==> src/rtl/mini_src_pkg.sv <==
// Shared opcode, ALU code, state and instruction-class definitions for the Mini SRC control path.
package mini_src_pkg;

   localparam logic [4:0] OP_LD       = 5'b00000;
   localparam logic [4:0] OP_LDI      = 5'b00001;
   localparam logic [4:0] OP_ST       = 5'b00010;
   localparam logic [4:0] OP_REG_LO   = 5'b00011;
   localparam logic [4:0] OP_REG_HI   = 5'b01011;
   localparam logic [4:0] OP_ADDI     = 5'b01100;
   localparam logic [4:0] OP_ANDI     = 5'b01101;
   localparam logic [4:0] OP_ORI      = 5'b01110;
   localparam logic [4:0] OP_NOP      = 5'b11010;
   localparam logic [4:0] OP_HALT     = 5'b11011;

   localparam logic [4:0] ALU_ADD     = 5'b00011;
   localparam logic [4:0] ALU_AND     = 5'b00101;
   localparam logic [4:0] ALU_OR      = 5'b00110;

   typedef enum logic [3:0] {
      S_RESET,
      S_T0,
      S_T1,
      S_T2,
      S_T3,
      S_T4,
      S_T5,
      S_T6,
      S_T7,
      S_HALT
   } state_t;

   typedef enum logic [2:0] {
      C_REG,
      C_IMM,
      C_LDI,
      C_LD,
      C_ST,
      C_NOP,
      C_HALT
   } class_t;

endpackage

==> src/rtl/opcode_classifier.sv <==
// Maps the 5-bit opcode to its instruction class and the ALU code used in T4.
module opcode_classifier
   import mini_src_pkg::*;
(
   input  logic [4:0] opcode,
   output class_t     op_class,
   output logic [4:0] alu_op
);

   // Register-register ops pass their opcode straight through as the ALU code.
   always_comb begin
      op_class = C_NOP;
      alu_op   = ALU_ADD;
      if (opcode >= OP_REG_LO && opcode <= OP_REG_HI) begin
         op_class = C_REG;
         alu_op   = opcode;
      end else begin
         case (opcode)
            OP_ADDI: begin op_class = C_IMM;  alu_op = ALU_ADD; end
            OP_ANDI: begin op_class = C_IMM;  alu_op = ALU_AND; end
            OP_ORI:  begin op_class = C_IMM;  alu_op = ALU_OR;  end
            OP_LDI:  op_class = C_LDI;
            OP_LD:   op_class = C_LD;
            OP_ST:   op_class = C_ST;
            OP_HALT: op_class = C_HALT;
            default: op_class = C_NOP;
         endcase
      end
   end

endmodule

==> src/rtl/control_unit.sv <==
// Moore sequencer for the Mini SRC datapath: fetch, decode, per-class execute, memory wait handshake.
module control_unit
   import mini_src_pkg::*;
(
   input  logic        clock,
   input  logic        reset_n,
   input  logic [31:0] IR,
   input  logic        mem_ready,
   output logic        PCout,
   output logic        PCin,
   output logic        IncPC,
   output logic        MARin,
   output logic        MDRin,
   output logic        MDRout,
   output logic        IRin,
   output logic        Yin,
   output logic        Zin,
   output logic        Zlowout,
   output logic        Cout,
   output logic        Read,
   output logic        Write,
   output logic        Gra,
   output logic        Grb,
   output logic        Grc,
   output logic        Rin,
   output logic        Rout,
   output logic        BAout,
   output logic [4:0]  alu_op,
   output logic        run
);

   state_t     state;
   state_t     next_state;
   class_t     op_class;
   logic [4:0] class_alu_op;

   // Operand fields are consumed by the datapath, not by the sequencer.
   logic unused_ir_fields;
   assign unused_ir_fields = ^IR[26:0];

   opcode_classifier u_classifier (
      .opcode   (IR[31:27]),
      .op_class (op_class),
      .alu_op   (class_alu_op)
   );

   always_ff @(posedge clock) begin
      if (!reset_n)
         state <= S_RESET;
      else
         state <= next_state;
   end

   always_comb begin
      next_state = state;
      PCout   = 1'b0;
      PCin    = 1'b0;
      IncPC   = 1'b0;
      MARin   = 1'b0;
      MDRin   = 1'b0;
      MDRout  = 1'b0;
      IRin    = 1'b0;
      Yin     = 1'b0;
      Zin     = 1'b0;
      Zlowout = 1'b0;
      Cout    = 1'b0;
      Read    = 1'b0;
      Write   = 1'b0;
      Gra     = 1'b0;
      Grb     = 1'b0;
      Grc     = 1'b0;
      Rin     = 1'b0;
      Rout    = 1'b0;
      BAout   = 1'b0;
      alu_op  = ALU_ADD;
      run     = 1'b1;

      case (state)
         S_RESET: begin
            run        = 1'b0;
            next_state = S_T0;
         end
         S_T0: begin
            PCout      = 1'b1;
            MARin      = 1'b1;
            IncPC      = 1'b1;
            Zin        = 1'b1;
            next_state = S_T1;
         end
         S_T1: begin
            Zlowout = 1'b1;
            PCin    = 1'b1;
            Read    = 1'b1;
            MDRin   = 1'b1;
            if (mem_ready)
               next_state = S_T2;
         end
         S_T2: begin
            MDRout = 1'b1;
            IRin   = 1'b1;
            case (op_class)
               C_NOP:   next_state = S_T0;
               C_HALT:  next_state = S_HALT;
               default: next_state = S_T3;
            endcase
         end
         // Register ops read Rb; the load/store/ldi family uses base-address gating so R0 reads as zero.
         S_T3: begin
            Grb = 1'b1;
            Yin = 1'b1;
            if (op_class == C_REG || op_class == C_IMM)
               Rout = 1'b1;
            else
               BAout = 1'b1;
            next_state = S_T4;
         end
         S_T4: begin
            Zin = 1'b1;
            if (op_class == C_REG) begin
               Grc    = 1'b1;
               Rout   = 1'b1;
               alu_op = class_alu_op;
            end else if (op_class == C_IMM) begin
               Cout   = 1'b1;
               alu_op = class_alu_op;
            end else begin
               Cout = 1'b1;
            end
            next_state = S_T5;
         end
         S_T5: begin
            Zlowout = 1'b1;
            if (op_class == C_LD || op_class == C_ST) begin
               MARin      = 1'b1;
               next_state = S_T6;
            end else begin
               Gra        = 1'b1;
               Rin        = 1'b1;
               next_state = S_T0;
            end
         end
         S_T6: begin
            MDRin = 1'b1;
            if (op_class == C_LD) begin
               Read = 1'b1;
               if (mem_ready)
                  next_state = S_T7;
            end else begin
               Gra        = 1'b1;
               Rout       = 1'b1;
               next_state = S_T7;
            end
         end
         S_T7: begin
            if (op_class == C_LD) begin
               MDRout     = 1'b1;
               Gra        = 1'b1;
               Rin        = 1'b1;
               next_state = S_T0;
            end else begin
               Write = 1'b1;
               if (mem_ready)
                  next_state = S_T0;
            end
         end
         S_HALT: begin
            run        = 1'b0;
            next_state = S_HALT;
         end
         default: begin
            run        = 1'b0;
            next_state = S_RESET;
         end
      endcase
   end

endmodule
==> config.mk <==
export PLATFORM = sky130hd
export DESIGN_NAME = control_unit
export DESIGN_NICKNAME = d
export VERILOG_FILES = /design/src/rtl/mini_src_pkg.sv /design/src/rtl/opcode_classifier.sv /design/src/rtl/control_unit.sv
export SDC_FILE = /design/constraint.sdc
export NUM_CORES = 1
export LEC_CHECK = 0
export ABC_CLOCK_PERIOD_IN_PS = 2200
export CORE_UTILIZATION = 31
export CTS_CLUSTER_SIZE = 16
export DETAILED_ROUTE_END_ITERATION = 7
export PLACE_DENSITY = 0.85
export SLEW_MARGIN = 20
export SYNTH_ARGS = -nofsm -noshare
export SYNTH_HDL_FRONTEND = slang
export SYNTH_HIERARCHICAL = 1
export SYNTH_SLANG_ARGS = --single-unit
==> constraint.sdc <==
create_clock -name clock -period 2.2 [get_ports clock]
set_clock_uncertainty 0.1 [all_clocks]
set_input_delay 0.33 -clock clock [delete_from_list [all_inputs] [get_ports clock]]
set_output_delay 0.33 -clock clock [all_outputs]
set_load 0.03 [all_outputs]
==> impl_metrics.env <==
export IMPL_status="finished, violations left"
export IMPL_violations="negative setup slack"
export IMPL_cellLeakagePower_uw=0.000791
export IMPL_die_w_um=54.0
export IMPL_synth_nets=153
export IMPL_pre_cts_slack_ns=-0.879
export IMPL_cp_slowest_cell="a311o_1"
export IMPL_cts_htree_levels=1
export IMPL_hold_path_class="input pin to flip-flop"
export IMPL_ff2ff_path_depth=7
export IMPL_grt_total_usage=0.253
export IMPL_yosys_most_used_dff="dfxtp_1"
export IMPL_p_int_uw=322
export IMPL_critPathMaxFanout=7
export IMPL_worst_slack_ns=-0.0579
export IMPL_fillerInstances=205
export IMPL_wl_um=3590
export IMPL_dp_hpwl_um=2230
export IMPL_critPathKind="input pin to output pin"
export IMPL_n_antenna_cell=0
export IMPL_drive_gt1_frac=0.530
export IMPL_die_area_mm2=0.00291
export IMPL_multiInputGateArea_um2=798
export IMPL_fp_dieH_um=54.0
export IMPL_area_growth_pct=96.0
export IMPL_seqCellArea_um2=80.1
export IMPL_core_region_area_mm2=0.00252
export IMPL_hold_depth=2
export IMPL_slew_viol_final=0
export IMPL_critPathRequiredTime_ns=1.77
export IMPL_detail_route_first_pass_iterations=4
export IMPL_root_buffer="clkbuf_4"
export IMPL_fmax_mhz=443
export IMPL_r2r_start="state[3]$_SDFFE_PN0P_"
export IMPL_p_sw_frac=0.451
export IMPL_combPwrFrac=0.691
export IMPL_place_area_mm2=0.00136
export IMPL_layout_min_cycle_time_ns=2.26
export IMPL_drtAntennaViolNets=0
export IMPL_path_clk_slew_ns=0.04
export IMPL_vias=1185
export IMPL_cts_buffers=3
export IMPL_clock_sinks=4
export IMPL_min_to="state[2]$_SDFFE_PN0P_"
export IMPL_drt_iter0_drc=37
export IMPL_yosys_warnings=6
export IMPL_vias_per_cell=5.56
export IMPL_peakVddDrop_mv=0.385
export IMPL_ys_seq_elements=4
export IMPL_largest_register="state"
export IMPL_reg2reg_to="state[1]$_SDFFE_PN0P_"
export IMPL_synth_cell_types=49
export IMPL_synth_cell_area_um2=837
export IMPL_max_cap_violations=0
export IMPL_p_switching_uw=265
export IMPL_finalCritPeriodShare=1.03
export IMPL_endpoint_kind="output pin"
export IMPL_netlist_top_cells_area="dfxtp_1, nand2b_1, nor2_1, buf_4, a21oi_1"
export IMPL_setup_violations=5
export IMPL_stdcell_area_mm2=0.00164
export IMPL_critPathMaxStageDelay_ns=0.43
export IMPL_crit_top_cell="buf_6"
export IMPL_worstHoldStart="reset_n"
export IMPL_async_flop_share=0
export IMPL_cp_top_family="buffers and inverters"
export IMPL_cts_buffer_depth=2
export IMPL_cp_num_buf_inv=5
export IMPL_routedWlPerCell_um=16.9
export IMPL_gp_congestion=0.931
export IMPL_rsz0062_at_grt="true"
export IMPL_pwr_share_clk=0.157
export IMPL_largest_register_ffs=4
export IMPL_boundaryPins=60
export IMPL_synth_edf_count=0
export IMPL_synth_top_cell_by_area="dfxtp_1"
export IMPL_pwr_share_seq=0.152
export IMPL_synthCells=118
export IMPL_grt_pass1_wl_um=5420
export IMPL_fin_util=0.650
export IMPL_power_density_mw_per_mm2=358
export IMPL_overflow=0
export IMPL_avgSynthCellArea_um2=7.09
export IMPL_synth_top_cell_area_share=0.0957
export IMPL_clock_latency_ns=0.23
export IMPL_grt_pass1_vias=1172
export IMPL_grt_max_degree=11
export IMPL_crit_arrival_ns=1.83
export IMPL_ctsHoldBuffers=0
export IMPL_top_regs="state (4)"
export IMPL_seq_area_frac_synth=0.0957
export IMPL_cts_tree="done"
export IMPL_holdWs_ns=0.683
export IMPL_num_rows=18
export IMPL_drc_errors=0
export IMPL_startpoint_type="input pin"
export IMPL_regToRegSetupSlack_ns=0.50
export IMPL_crit_chain="buf_6 -> buf_6 -> a311o_1 -> buf_4 -> and3b_2 -> buf_6 -> o21ai_4 -> nand2b_1 -> buf_6"
export IMPL_grt_antenna_before_repair=0
export IMPL_final_hold_violation_count=0
export IMPL_portBuffers=31
export IMPL_finalNetCount=220
export IMPL_initial_core_util=0.332
-- final cells by class --
type,instances,area share
Inverter,6,0.0137
Tap cell,30,0.0229
Multi-Input combinational cell,95,0.487
Clock buffer,3,0.0137
Sequential cell,4,0.0488
Timing Repair Buffer,75,0.414
-- power groups by stage --
stage	Combinational, uW	Clock [uW]	Sequential, uW
after floorplan	217	0	87.2
after global placement	348	0	88.8
after CTS	376	92.2	88.1
after detailed placement	357	0	89.1
final	405	92.1	89.4
after global routing	429	104	89.3
-- cells in the mapped netlist, types with 2 or more instances --
cell type / n
a2111o_1: 3
a21o_1: 2
a21oi_1: 7
and2_1: 5
and2b_1: 2
and3b_1: 2
buf_2: 6
buf_4: 5
dfxtp_1: 4
inv_1: 6
nand2_1: 5
nand2b_1: 7
nor2_1: 11
nor2b_1: 2
nor3_1: 4
nor3b_1: 3
nor4_1: 4
o21a_1: 3
o21ai_0: 3
o21ai_1: 3
xnor2_1: 3
-- per-stage QoR --
step | instances | power [uW] | TNS (ns)
2_1_floorplan | 118 | 305 | -0.353
3_3_place_gp | 201 | 437 | -9.74
5_1_grt | 213 | 623 | -0.377
4_1_cts | 211 | 556 | -0.172
6_report | 213 | 587 | -0.140
3_5_place_dp | 201 | 446 | -10.85
-- repair_timing --
item | 4_1_cts | 5_1_grt
gates resized for setup | 76 | 20
endpoints found under the setup margin | 24 | 16
pin swaps | 12 | 9
buffers inserted | 7 | 3
-- placed cells by master (no fill, tap or decap), types with 3 or more instances in the layout --
| cell | n |
|---|---|
| a2111o_1 | 3 |
| dlygate4sd2_1 | 6 |
| clkbuf_4 | 3 |
| dfxtp_1 | 4 |
| nor4_1 | 3 |
| o21ai_1 | 3 |
| a21oi_1 | 5 |
| nand2_1 | 5 |
| buf_4 | 43 |
| and2_1 | 4 |
| xnor2_1 | 3 |
| nor2_4 | 3 |
| nor2_1 | 7 |
| buf_6 | 21 |
| inv_1 | 6 |
| nand2b_1 | 5 |
| o21a_1 | 3 |
-- worst register-to-register path, cell delays in order (launching register included) --
cell and delay (ns):
dfxtp_1 0.31, buf_4 0.15, and4bb_1 0.39, o21ai_4 0.09, buf_4 0.14, buf_4 0.14
a211oi_2 0.18, o21a_1 0.15
-- how the worst max path moves through the flow --
stage / startpoint / end / cells past startpoint
2_1_floorplan: IR[27] / Rout / 7
6_report: IR[28] / MARin / 9
4_1_cts: IR[29] / Rout / 9
5_1_grt: IR[30] / MARin / 9
3_5_place_dp: IR[30] / Gra / 8
3_3_place_gp: IR[30] / Gra / 8
-- per-layer routing --
metal	track usage	routed length, um	vias to the layer above
met1	0.299	1530	576
met3	0.0480	184	8
met4	0.0658	40	0
met5	0	0	-
li1	-	-	558
met2	0.459	1840	43
-- cell families (layout without fill, tap and decap cells) --
group           after synthesis  after routing  synth area share
simple gates                 57             57             0.416
buf+inv                      19             84             0.127
flops                         4              4            0.0957
other cells                   1              1           0.00448
xor+xnor                      3              3            0.0314
compound gates               34             34             0.326
No activity file was read; power rests on OpenSTA's default activity.
